**src/rtl/spi_reg_slave.sv**
```systemverilog
// SPI responder with an addressable register file: 16-bit frames (command byte, then data byte),
// writes commit at bit 16, reads shift the addressed register out MSB first.
module spi_reg_slave #(
  parameter int unsigned ADDR_W = 3,
  parameter int unsigned DATA_W = 8
) (
  input  logic              sclk,
  input  logic              rst,
  input  logic              ss,
  input  logic              in,
  output logic              out,
  input  logic [ADDR_W-1:0] dbg_addr,
  output logic [DATA_W-1:0] dbg_data,
  output logic              busy,
  output logic              wr_done,
  output logic              rd_done,
  output logic [ADDR_W-1:0] rx_addr
);

  localparam int unsigned Depth = 2 ** ADDR_W;

  typedef enum logic [1:0] {StIdle, StCmd, StData, StWait} state_e;

  state_e             state_q, state_d;
  logic [3:0]         cnt_q, cnt_d;
  logic [6:0]         shift_q, shift_d;
  logic [7:0]         tx_q, tx_d;
  logic               rw_q, rw_d;
  logic               out_q, out_d;
  logic               wr_done_q, wr_done_d;
  logic               rd_done_q, rd_done_d;
  logic [ADDR_W-1:0]  rx_addr_q, rx_addr_d;
  logic [DATA_W-1:0]  mem_q [Depth];
  logic               mem_we;
  logic [DATA_W-1:0]  mem_wdata;
  logic [ADDR_W-1:0]  cmd_addr;
  logic [DATA_W-1:0]  rd_word;

  // Address field of the command byte completed by the current edge.
  assign cmd_addr = ADDR_W'({shift_q, in});
  assign rd_word  = mem_q[cmd_addr];

  always_comb begin
    state_d   = state_q;
    cnt_d     = cnt_q;
    shift_d   = shift_q;
    tx_d      = tx_q;
    rw_d      = rw_q;
    rx_addr_d = rx_addr_q;
    out_d     = 1'b0;
    wr_done_d = 1'b0;
    rd_done_d = 1'b0;
    mem_we    = 1'b0;
    mem_wdata = {shift_q, in};
    unique case (state_q)
      StIdle: begin
        if (!ss) begin
          shift_d = {shift_q[5:0], in};
          cnt_d   = 4'd1;
          state_d = StCmd;
        end
      end
      StCmd: begin
        if (ss) begin
          cnt_d   = 4'd0;
          state_d = StIdle;
        end else begin
          shift_d = {shift_q[5:0], in};
          cnt_d   = cnt_q + 4'd1;
          if (cnt_q == 4'd7) begin
            rw_d      = shift_q[6];
            rx_addr_d = cmd_addr;
            if (shift_q[6]) begin
              // MSB goes out now; tx keeps the remaining bits left-aligned.
              out_d = rd_word[7];
              tx_d  = {rd_word[6:0], 1'b0};
            end
            state_d = StData;
          end
        end
      end
      StData: begin
        if (ss) begin
          cnt_d   = 4'd0;
          state_d = StIdle;
        end else begin
          shift_d = {shift_q[5:0], in};
          cnt_d   = cnt_q + 4'd1;
          if (rw_q) begin
            out_d = tx_q[7];
            tx_d  = {tx_q[6:0], 1'b0};
          end
          if (cnt_q == 4'd15) begin
            out_d = 1'b0;
            cnt_d = 4'd0;
            if (rw_q) begin
              rd_done_d = 1'b1;
            end else begin
              mem_we    = 1'b1;
              wr_done_d = 1'b1;
            end
            state_d = StWait;
          end
        end
      end
      StWait: begin
        if (ss) begin
          state_d = StIdle;
        end
      end
      default: state_d = StIdle;
    endcase
  end

  always_ff @(posedge sclk) begin
    if (rst) begin
      state_q   <= StIdle;
      cnt_q     <= 4'd0;
      shift_q   <= 7'd0;
      tx_q      <= 8'd0;
      rw_q      <= 1'b0;
      out_q     <= 1'b0;
      wr_done_q <= 1'b0;
      rd_done_q <= 1'b0;
      rx_addr_q <= '0;
    end else begin
      state_q   <= state_d;
      cnt_q     <= cnt_d;
      shift_q   <= shift_d;
      tx_q      <= tx_d;
      rw_q      <= rw_d;
      out_q     <= out_d;
      wr_done_q <= wr_done_d;
      rd_done_q <= rd_done_d;
      rx_addr_q <= rx_addr_d;
    end
  end

  always_ff @(posedge sclk) begin
    if (rst) begin
      for (int i = 0; i < Depth; i++) begin
        mem_q[i] <= '0;
      end
    end else if (mem_we) begin
      mem_q[rx_addr_q] <= mem_wdata;
    end
  end

  assign out      = out_q;
  assign busy     = (state_q != StIdle);
  assign wr_done  = wr_done_q;
  assign rd_done  = rd_done_q;
  assign rx_addr  = rx_addr_q;
  assign dbg_data = mem_q[dbg_addr];

endmodule

```
**config.mk**
```make
export PLATFORM = sky130hd
export DESIGN_NAME = spi_reg_slave
export DESIGN_NICKNAME = d
export VERILOG_FILES = /design/src/rtl/spi_reg_slave.sv
export SDC_FILE = /design/constraint.sdc
export NUM_CORES = 1
export LEC_CHECK = 0
export CORE_UTILIZATION = 40
export CTS_BUF_LIST = sky130_fd_sc_hd__clkbuf_4 sky130_fd_sc_hd__clkbuf_8
export DETAILED_ROUTE_END_ITERATION = 10
export PLACE_DENSITY = 0.69
export SYNTH_ARGS = -nofsm -noshare
export SYNTH_HDL_FRONTEND = slang
export SYNTH_SLANG_ARGS = --single-unit
```
**constraint.sdc**
```tcl
create_clock -name sclk -period 2.6 [get_ports sclk]
set_input_delay 0.52 -clock sclk [delete_from_list [all_inputs] [get_ports sclk]]
set_output_delay 0.52 -clock sclk [all_outputs]
set_load 0.03 [all_outputs]
```
==> impl_summary.log, run 1 <==
INFO  metric drt-pass1-iter-count = 8
INFO  metric root_buffer_selected_by_cts = clkbuf_8
INFO  metric first_pass_grt_wire_length = around 18000 um
INFO  metric irDropWorstVdd = 0.321 mV
INFO  metric synth.net_count = 388
INFO  metric violations_in_the_final_reports = design-rule violations
INFO  metric multi_input_comb_area = approximately 2200 um2
INFO  metric dpl.cell_count = 546
INFO  metric finish.net_count = 430
INFO  metric timing.critical_path.required = 2080 ps
INFO  metric yosys_warnings = 0
INFO  metric route.antenna.remaining_nets = 0
INFO  metric report.final.hold_viol_count = 0
INFO  metric clock-sinks = between 90 and 100
INFO  metric clock_latency = 380 ps
INFO  metric placed_cell_area = 5310 um2
INFO  metric initial_utilization = 0.415
INFO  metric grt_start_max_net_pins = 28
INFO  metric placeableCoreArea = 11500 um2
INFO  metric internal-power = 2.18 mW
INFO  metric worst-endpoint-arrival = 2050 ps
INFO  metric worstMarginPinSlew = between 700 and 800 ps
INFO  metric fmax = 390 MHz
INFO  metric number_of_antenna_violations_at_the_first_check_in_global_routing = 0
INFO  metric clock_tree_from_tritoncts = done
INFO  metric die_area = 12400 um2
INFO  metric floorplan.io_pins = 22
INFO  metric via_per_inst = roughly 5.7
INFO  metric yosysMostFrequentCell = edfxtp_1
INFO  metric netlist_top_cells_count = edfxtp_1 (64), and2_1 (59), dfxtp_1 (27), mux4_2 (26), nand2_1 (24)
INFO  metric vias = 3228
INFO  metric tritoncts.num_buffers = 9
INFO  metric dieHeight = 111 um
INFO  metric rsz0062_at_grt = no
INFO  metric worstSetupStartpointType = primary input
INFO  metric power.switching = 0.799 mW
INFO  metric finish.instance_area = 5530 um2
INFO  metric finalSetupViolCount = 0
INFO  metric gr-total-overflow = 0
INFO  metric synthDistinctLibCells = 49
INFO  metric outcome = finished with violations
INFO  metric buffer_depth_of_the_longest_clock_path = 2
INFO  metric totalPowerFinal = 2.98 mW
INFO  metric post_synth_instance_area = about 4800 um2
INFO  metric wire_per_inst = 20.6 um
INFO  metric synth_enable_flop_cells = 64
INFO  metric critPathCaptureType = output pin
INFO  metric drt_wl_total = 11600 um
INFO  metric power.share.clock = 0.303
INFO  metric netlist_instances = 374
INFO  metric ys_async_sr_fraction = 0
INFO  metric area_delta_synth_final = 15.6%
INFO  metric drc_errors = 4
INFO  metric clock_slew_at_reported_path_ffs = approximately 90 ps
INFO  metric synth_flop_cell = edfxtp_1
INFO  metric max_fo_critical_path = 7
INFO  metric timing.max_cap.violations = 0
INFO  metric synthTopCellsByArea = edfxtp_1 (40%), mux4_2 (12%), dfxtp_1 (11%)
INFO  metric sequentialPowerShare = 0.557
INFO  metric worst_min_path_class = reg2reg
INFO  metric worst-setup-path-type = in2out
INFO  metric syn_avg_cell_area = 12.8 um2
INFO  metric final.period_utilization = 0.987
INFO  metric timing_max_transition_violations_final = 0
INFO  metric floorplan.die.width = about 110 um
INFO  metric first_global_vias = 3252
INFO  metric finalClockSkew = 17.5 ps
INFO  metric core.rowCount = 39
INFO  metric yosysSeqAreaShare = 0.515
INFO  metric shortest_clock_period_the_worst_path_allows_after_layout = 2570 ps
INFO  metric fill_cells = 1001
INFO  metric final_layout_size_suffix_gt1_frac = 0.261
INFO  metric antennaDiodeCount = 0
INFO  metric place_congestion = just over 0.8
INFO  metric power_density = around 540 nW/um2
INFO  metric port_buffer_count = 21
INFO  metric finish.cell_count_without_fillers = 564
INFO  metric number_of_levels_the_h_tree_was_split_into = 3
INFO  metric synth_top_cell_by_area = edfxtp_1
INFO  metric layout.area.seq = 2460 um2
INFO  metric drt_iter0_drcs = 234
INFO  metric groute.usage.overall = 0.198
INFO  metric post-dp-hpwl = between 8000 and 9000 um
INFO  metric post-synth-top-area-fraction = 0.402
INFO  metric power.switching_fraction = 0.269
INFO  metric timing.slew.headroom = 0.513
INFO  metric p_comb_frac = 0.140
INFO  metric cellLeakagePower = 1.93 nW
INFO  metric postSynthRegisterBits = 91
==> power by group through the flow <==
stage / sequential, mW / clock (mW) / combinational, mW
4_1_cts: 1.66 / 0.919 / 0.420
3_3_place_gp: 1.68 / 0 / 0.411
3_5_place_dp: 1.69 / 0 / 0.418
5_1_grt: 1.67 / 0.975 / 0.446
6_report: 1.66 / 0.902 / 0.417
2_1_floorplan: 1.67 / 0 / 0.291
==> critical path, stage by stage <==
cell and delay, ps:
clkdlybuf4s15_2 240, buf_12 150, buf_4 150, mux4_2 490, mux2_2 300, buf_4 170
==> sequential cells by signal, summed over array words and instances (netlist names) <==
name     flops
rw_q         1
cnt_q        4
rd_done      1
tx_q         7
wr_done      1
out          1
state_q      2
shift_q      7
rx_addr      3
mem_q       64
==> cell usage in the layout, fill, tap and decap left out, types with 3 or more instances in the layout <==
master,count
mux2_2,9
nand3_1,4
a211o_2,3
mux4_1,4
edfxtp_1,64
a211o_1,3
clkdlybuf4s50_1,11
clkinvlp_4,3
ha_1,7
buf_2,5
nor3_1,7
buf_4,28
buf_12,5
o21ai_0,21
nor2_1,19
or3_1,3
mux4_2,26
and2_1,59
dfxtp_1,27
clkbuf_8,9
a21oi_1,22
a21oi_2,3
nand2_1,24
mux2i_1,9
inv_1,6
==> routing by layer <==
layer / track usage / up-vias / wire (um)
met3: 0.0372 / 24 / 699
met4: 0.100 / 0 / 338
li1: - / 1480 / -
met1: 0.251 / 1619 / 4780
met2: 0.327 / 105 / 5780
met5: 0 / - / 0
==> cell families (layout without fill, tap and decap cells) <==
group | count (synthesis) | after routing | synth area share
buffers and inverters | 29 | 76 | 0.0322
AOI/OAI and AO/OA | 59 | 59 | 0.0754
adders and majority gates | 7 | 7 | 0.0183
muxes | 49 | 49 | 0.190
DFF | 91 | 91 | 0.515
and+or+nand+nor | 139 | 139 | 0.169
==> final timing paths <==
path / from / end / slack [ps] / depth (start not counted)
max: dbg_addr[0] / dbg_data[0] / 30 / 6
min: tx_q[3] / tx_q[3] / 460 / 2
min reg2reg: tx_q[3] / tx_q[3] / 460 / 2
max reg2reg: state_q[0] / mem_q[1][0] / 330 / 6
==> metrics by stage <==
step / hold WS [ps] / setup slack [ps] / TNS, ps / utilization
final: 460 / 33.5 / 0 / 0.480
after global routing: 485 / 2.34 / 0 / 0.480
after CTS: 464 / -17.8 / -17.8 / 0.480
after detailed placement: 451 / -522 / -3650 / 0.461
after global placement: 441 / -513 / -3580 / 0.461
after floorplan: 436 / 168 / 0 / -
==> area by class of cell <==
type	instances	area share
Inverter	7	0.00475
Sequential cell	91	0.446
Multi-Input combinational cell	254	0.391
Clock buffer	9	0.0224
Tap cell	143	0.0324
Clock inverter	7	0.0106
Timing Repair Buffer	53	0.0928
==> what timing repair did <==
item | CTS | global route
hold buffers | 0 | 0
buffers inserted | 1 | 0
endpoints found under the setup margin | 8 | 2
cloned | 1 | 0
resized for setup | 29 | 3
No activity file was read; power rests on OpenSTA's default activity.
==> run 2, diff against run 1 <==
- CTS_CLUSTER_SIZE: not set -> 24
==> results of run 2 <==
The final DEF is identical to that of run 1; final timing and power are the same.
